`src/rtl/fetch_pkg.sv`:
```
// Shared types and constants for the instruction fetch unit.
//   fetch_state_e : request-tracking FSM states (RUN, WAIT, KILL)
//   fetch_entry_t : one buffered fetch, {pc_plus4, instr}
//   NOP_INSTR     : word presented when nothing is buffered
//   PC_STEP       : PC increment between sequential fetches
//   pc_inc()      : modulo-2^32 PC advance (low two bits pass through)
package fetch_pkg;

  typedef enum logic [1:0] {
    RUN  = 2'd0,  // no request outstanding
    WAIT = 2'd1,  // live request outstanding
    KILL = 2'd2   // request outstanding whose data must be thrown away
  } fetch_state_e;

  localparam logic [31:0] NOP_INSTR = 32'd0;
  localparam logic [31:0] PC_STEP   = 32'd4;

  typedef struct packed {
    logic [31:0] pc_plus4;
    logic [31:0] instr;
  } fetch_entry_t;

  // Plain 32-bit add: 32'hFFFF_FFFC wraps to 0, low bits are untouched.
  function automatic logic [31:0] pc_inc(input logic [31:0] pc);
    return pc + PC_STEP;
  endfunction

endpackage

```
`src/rtl/fetch_queue.sv`:
```
// Two-entry fetch buffer between the imem response and the IF/ID register.
// Entry 0 is always the head, so the head is a plain register read.
//   clk      in   clock, rising edge
//   rst_n    in   asynchronous active-low reset (clears occupancy only)
//   push     in   enqueue wr_entry this cycle
//   pop      in   consume the head this cycle (ignored when empty)
//   clear    in   drop all entries; overrides push and pop
//   wr_entry in   entry to enqueue
//   head     out  current head, all zeros when empty
//   count    out  number of valid entries (0..2)
module fetch_queue
  import fetch_pkg::*;
(
  input  logic         clk,
  input  logic         rst_n,
  input  logic         push,
  input  logic         pop,
  input  logic         clear,
  input  fetch_entry_t wr_entry,
  output fetch_entry_t head,
  output logic [1:0]   count
);

  fetch_entry_t ent0;
  fetch_entry_t ent1;
  logic [1:0]   count_q;
  logic         pop_eff;

  assign pop_eff = pop && (count_q != 2'd0);

  always_ff @(posedge clk or negedge rst_n) begin
    if (!rst_n) begin
      count_q <= 2'd0;
    end else if (clear) begin
      count_q <= 2'd0;
    end else begin
      count_q <= count_q + {1'b0, push} - {1'b0, pop_eff};
    end
  end

  // Storage carries no reset: it is only observed through count_q.
  always_ff @(posedge clk) begin
    if (!clear) begin
      if (pop_eff) begin
        // Shift down; a simultaneous push lands right behind the new head.
        if (push && (count_q == 2'd1)) begin
          ent0 <= wr_entry;
        end else begin
          ent0 <= ent1;
        end
        if (push && (count_q == 2'd2)) begin
          ent1 <= wr_entry;
        end
      end else if (push) begin
        if (count_q == 2'd0) begin
          ent0 <= wr_entry;
        end else begin
          ent1 <= wr_entry;
        end
      end
    end
  end

  assign head  = (count_q != 2'd0) ? ent0 : '{pc_plus4: 32'd0, instr: NOP_INSTR};
  assign count = count_q;

endmodule

```
`src/rtl/instr_fetch_unit.sv`:
```
// IF-stage producer feeding the IF/ID pipeline register. Owns the PC, fetches
// from instruction memory over a req/ack handshake and buffers responses in a
// two-entry queue. The queue head is presented as {PC_o, instruction_o};
// an empty queue presents a zero bubble.
//   clk_i           in   clock, rising edge
//   rst_i           in   asynchronous active-low reset
//   stall_i         in   IF/ID holds; head not consumed
//   branch_i        in   redirect; IF/ID flushes the same cycle
//   branch_target_i in   redirect address
//   imem_req_o      out  fetch request, held until imem_ack_i
//   imem_addr_o     out  fetch address, stable while imem_req_o=1
//   imem_ack_i      in   response valid (may coincide with the request cycle)
//   imem_rdata_i    in   instruction word, valid with imem_ack_i
//   PC_o            out  head fetch address + 4, 0 when empty
//   instruction_o   out  head word, NOP (0) when empty
// Optional (macro IF_PERF_CNT_EN):
//   bubble_cnt_o    out  cycles with an empty queue and no stall
//   redirect_cnt_o  out  cycles with branch_i asserted
module instr_fetch_unit
  import fetch_pkg::*;
#(
  parameter logic [31:0] RESET_PC = 32'h0000_0000,
  parameter int          QDEPTH   = 2
) (
  input  logic        clk_i,
  input  logic        rst_i,
  input  logic        stall_i,
  input  logic        branch_i,
  input  logic [31:0] branch_target_i,
  output logic        imem_req_o,
  output logic [31:0] imem_addr_o,
  input  logic        imem_ack_i,
  input  logic [31:0] imem_rdata_i,
  output logic [31:0] PC_o,
  output logic [31:0] instruction_o
`ifdef IF_PERF_CNT_EN
  ,
  output logic [31:0] bubble_cnt_o,
  output logic [31:0] redirect_cnt_o
`endif
);

  localparam logic [2:0] QLIM = 3'(QDEPTH);

  fetch_state_e state_q;
  fetch_state_e state_d;
  logic [31:0]  pc_q;
  logic [31:0]  pc_d;
  logic [31:0]  req_addr_q;
  logic [31:0]  req_addr_d;

  logic         push;
  logic         pop;
  logic         space;
  logic [1:0]   q_count;
  logic [2:0]   cnt_next;
  fetch_entry_t wr_entry;
  fetch_entry_t head;

  // Only a live (non-killed) response that is not being flushed is kept.
  assign push = (state_q == WAIT) && imem_ack_i && !branch_i;
  assign pop  = !stall_i && (q_count != 2'd0);

  // Occupancy after this edge; a new request is only launched when its
  // response is guaranteed a free slot, so the queue can never overflow.
  assign cnt_next = {1'b0, q_count} - {2'b00, pop} + {2'b00, push};
  assign space    = cnt_next < QLIM;

  assign wr_entry = '{pc_plus4: pc_inc(req_addr_q), instr: imem_rdata_i};

  always_comb begin
    state_d    = state_q;
    pc_d       = pc_q;
    req_addr_d = req_addr_q;
    unique case (state_q)
      RUN: begin
        if (branch_i) begin
          pc_d = branch_target_i;
        end else if (space) begin
          state_d    = WAIT;
          req_addr_d = pc_q;
          pc_d       = pc_inc(pc_q);
        end
      end
      WAIT: begin
        if (branch_i) begin
          pc_d = branch_target_i;
          // An unanswered request cannot be withdrawn; wait it out in KILL.
          state_d = imem_ack_i ? RUN : KILL;
        end else if (imem_ack_i) begin
          if (space) begin
            req_addr_d = pc_q;
            pc_d       = pc_inc(pc_q);
          end else begin
            state_d = RUN;
          end
        end
      end
      KILL: begin
        if (branch_i) begin
          pc_d = branch_target_i;
        end
        // Leave on the stale ack even if a new redirect arrives with it,
        // otherwise we would wait for an ack that never comes.
        if (imem_ack_i) begin
          state_d = RUN;
        end
      end
      default: begin
        state_d = RUN;
      end
    endcase
  end

  always_ff @(posedge clk_i or negedge rst_i) begin
    if (!rst_i) begin
      state_q    <= RUN;
      pc_q       <= RESET_PC;
      req_addr_q <= 32'd0;
    end else begin
      state_q    <= state_d;
      pc_q       <= pc_d;
      req_addr_q <= req_addr_d;
    end
  end

  assign imem_req_o  = (state_q != RUN);
  assign imem_addr_o = req_addr_q;

  fetch_queue u_queue (
    .clk      (clk_i),
    .rst_n    (rst_i),
    .push     (push),
    .pop      (pop),
    .clear    (branch_i),
    .wr_entry (wr_entry),
    .head     (head),
    .count    (q_count)
  );

  assign PC_o          = head.pc_plus4;
  assign instruction_o = head.instr;

`ifdef IF_PERF_CNT_EN
  always_ff @(posedge clk_i or negedge rst_i) begin
    if (!rst_i) begin
      bubble_cnt_o   <= 32'd0;
      redirect_cnt_o <= 32'd0;
    end else begin
      if ((q_count == 2'd0) && !stall_i) begin
        bubble_cnt_o <= bubble_cnt_o + 32'd1;
      end
      if (branch_i) begin
        redirect_cnt_o <= redirect_cnt_o + 32'd1;
      end
    end
  end
`endif

endmodule

```
`config.mk`:
```
export PLATFORM = sky130hd
export DESIGN_NAME = instr_fetch_unit
export DESIGN_NICKNAME = d
export VERILOG_FILES = /design/src/rtl/fetch_pkg.sv /design/src/rtl/fetch_queue.sv /design/src/rtl/instr_fetch_unit.sv
export SDC_FILE = /design/constraint.sdc
export NUM_CORES = 1
export LEC_CHECK = 0
export BUFFER_PORTS_ARGS = -buffer_cell sky130_fd_sc_hd__buf_4
export CORE_UTILIZATION = 58
export CTS_BUF_LIST = sky130_fd_sc_hd__clkbuf_8
export DETAILED_ROUTE_END_ITERATION = 6
export MAX_ROUTING_LAYER = met4
export PLACE_DENSITY = 0.83
export SLEW_MARGIN = 40
export SYNTH_ARGS = -nofsm -noshare
export SYNTH_HDL_FRONTEND = slang
export SYNTH_SLANG_ARGS = --single-unit
```
`constraint.sdc`:
```
create_clock -name clk_i -period 5.63 [get_ports clk_i]
set_clock_uncertainty 0.1 [all_clocks]
set_input_delay 0.8445 -clock clk_i [delete_from_list [all_inputs] [get_ports clk_i]]
set_output_delay 0.8445 -clock clk_i [all_outputs]
set_load 0.05 [all_outputs]
```
==> metrics.yaml <==
worst_hold_path:
  holdCritPathClass: "input port to asynchronous set/reset pin"
timing:
  setup_viol: 0
  rsz0062_at_grt: "false"
  fmax_mhz: 282
  fin_crit_ns: 3.54
  finalCritPeriodShare_pct: 63.0
  worstMarginPinSlew_ns: 0.786
  finalSetupTns_ns: 0
  slew_headroom_pct: 47.6
  hold_viol: 0
  slew_violations: 0
clock_tree:
  clock_tree.root_cell: "clkbuf_8"
  cts_buffers: 17
  ctsResizeCount: 0
  htreeDepth: 4
  clk_latency_ns: 0.47
  cts_setup_buffers: 0
  cts.sinks: 196
  clock_tree.buffer_depth: 2
  clk_pin_slew_worst_paths_ns: 0.10
  cts_tree: "yes"
  ctsHoldBuffers: 0
logic_synthesis:
  synthFlopType: "edfxtp_1"
  ys_seq_area_share_pct: 61.1
  synth_area_sq_um: 9080
  async_reset_ff_share_pct: 34.7
  ys_ff_latch: 196
  synth_cells: 758
  synth_area_per_cell_sq_um: 12.0
  synth_cell_types: 59
  synth_fp_nets: 832
  synth_warnings: 0
  synth-edff-count: 128
grt:
  gr-usage-all-layers_pct: 25.1
  grt_pass1_wl_mm: 30.5
  antenna_found_initial: 0
  grt_pass1_vias: 5895
  grt_max_degree: 69
  grt_use_met2_pct: 37.8
  busiest_layer: "met2"
  grtUsageMet3_pct: 3.85
  overflow: 0
  met1_usage_pct: 35.3
final_layout:
  final_cell_count_no_fill: 1139
  antenna_cells: 0
  layout.nets: 989
  post-route-util_pct: 71.8
  final_area_sq_um: 11000
  drive_above_1_share_pct: 31.5
  area_growth_pct: 20.7
placed_design:
  port_buffers: 165
  routabilityCongestion: 0.868
  dp.cells: 1107
  hpwl_mm: 13.3
  placed_cell_area_sq_um: 10600
die:
  die_w_um: 127
  die_area_sq_um: 16200
  io_pins: 166
  core_area_sq_um: 15300
  initial_core_util_pct: 59.5
  core.rowCount: 45
  die_h_um: 127
setup_path:
  crit_cells: 13
  path_delay_family: "adder cells"
  worstSetupEndpoint: "imem_addr_o[13]$_DFFE_PN0P_"
  path_class: "flop to flop"
  critPathSlowestCell: "dfrtp_1"
  timing.critical_path.slowest_cell_delay_ns: 0.51
  cp-end-kind: "flop"
  reg2reg_from: "u_queue.count[1]$_DFF_PN0_"
  startpoint: "u_queue.count[1]$_DFF_PN0_"
  start_kind: "flop"
  ff2ff_setup_slack_ns: 2.09
  r2r_cells: 13
  r2r-end: "imem_addr_o[13]$_DFFE_PN0P_"
  crit_fanout: 39
  path_buf_inv: 4
  cp.required_ns: 5.88
  crit_chain: "nor2_4 > nor2_1 > ha_1 > inv_1 > ha_1 > inv_1 > fa_1 > xnor2_1 > a41o_1 > buf_4 > nand2_1 > buf_4 > mux2_2"
  cp.arrival_ns: 3.80
detailed_routing:
  viasPerCell: 5.54
  routed_wl_mm: 19.1
  wl_per_cell_um: 16.7
  antenna_left: 0
  drt-pass1-iter-count: 5
  vias: 6315
  drc: 0
  drtIter0Drc: 592
power:
  p_comb_share_pct: 51.8
  p_seq_share_pct: 35.1
  power.share.switching_pct: 47.9
  max-vdd-ir-drop_v: 0.000297
  clkPwrFrac_pct: 13.0
  p_per_area_nw_per_um2: 629
  power.switching_mw: 3.30
  leakage_nw: 4.37
  p_int_mw: 3.59
flow_run:
  maxCapViolCount: 0
status:
  status: "completed"
==> worst register-to-register path: cells and delay by family, from the launching register on <==
family | cells | cell delay [ns]
compound gates | 1 | 0.21
xor+xnor | 1 | 0.25
fa+ha+maj | 3 | 0.77
buf+inv | 4 | 0.77
flops | 1 | 0.51
mux | 1 | 0.31
simple gates | 3 | 0.51
==> per-stage QoR <==
step                      setup WS, ns  power, mW  hold WS, ns
after global placement            1.80       5.93        0.366
final                             2.09       6.89        0.262
after CTS                         2.11       6.91        0.271
after floorplan                  0.994       4.97        0.342
after global routing              1.84       7.25        0.296
after detailed placement          1.71       6.02        0.369
==> power by group through the flow <==
stage	clock network, mW	logic [mW]	registers [mW]
after floorplan	0	2.28	2.69
after global placement	0	3.50	2.43
after detailed placement	0	3.57	2.44
after CTS	0.910	3.59	2.41
after global routing	0.966	3.82	2.47
final	0.899	3.57	2.42
==> how the worst min path moves through the flow <==
stage | endpoint
finish | pc_q[17]$_DFFE_PN0P_
floorplan | pc_q[0]$_DFFE_PN0P_
global route | pc_q[17]$_DFFE_PN0P_
global placement | pc_q[1]$_DFFE_PN0P_
CTS | pc_q[17]$_DFFE_PN0P_
detailed placement | pc_q[0]$_DFFE_PN0P_
==> registers in the layout, summed over array words and instances (netlist names) <==
register and flops:
u_queue.ent0 64, u_queue.ent1 64, imem_addr_o 32, pc_q 32, state_q 2, u_queue.count 2
==> layout make-up <==
type	count	area (sq um)
Tap cell	211	264
Inverter	9	33.8
Clock buffer	17	234
Sequential cell	196	5550
Timing Repair Buffer	177	1370
Fill cell	1062	4300
Multi-Input combinational cell	514	3360
Clock inverter	15	155
==> cells in the mapped netlist, types with 5 or more instances <==
cell type / number / area (sq um)
a21oi_1: 33 / 165
a2bb2oi_1: 5 / 43.8
and3_1: 10 / 62.6
buf_2: 15 / 75.1
clkbuf_1: 19 / 71.3
dfrtp_1: 68 / 1700
edfxtp_1: 128 / 3840
inv_1: 9 / 33.8
mux2_2: 66 / 743
nand2_1: 119 / 447
nand3_1: 34 / 170
nand4_1: 17 / 106
nor2_1: 31 / 116
nor2b_1: 66 / 413
nor3_1: 9 / 45.0
o21ai_0: 18 / 90.1
o22ai_1: 9 / 56.3
xnor2_1: 22 / 193
xor2_1: 7 / 61.3
==> layout by cell type, fill, tap and decap left out, types with 5 or more instances in the layout <==
cell type	count
a21oi_1	33
a2bb2oi_1	5
and3_1	10
buf_4	173
clkbuf_8	17
dfrtp_1	68
edfxtp_1	128
inv_1	10
mux2_2	66
nand2_1	119
nand3_1	34
nand4_1	17
nor2_1	28
nor2b_1	65
nor3_1	9
o21ai_0	18
o22ai_1	9
xnor2_1	22
xor2_1	7
==> routing by layer <==
layer	share of wire (%)	vias to the layer above
li1	-	3049
met1	46	3014
met2	47	227
met3	5.9	25
met4	1.7	0
met5	0	-
==> logic make-up (layout without fill, tap and decap cells) <==
kind of cell	after synthesis	count (layout)	share of synthesized area [%]
and+or+nand+nor	316	316	18.0
xor gates and xnor gates	29	29	2.80
AOI/OAI and AO/OA	96	96	6.69
buffers and inverters	48	218	2.29
muxes	68	68	8.41
DFF	196	196	61.1
adders and majority gates	5	5	0.772
Note: power is estimated with default switching activity, not from simulation.
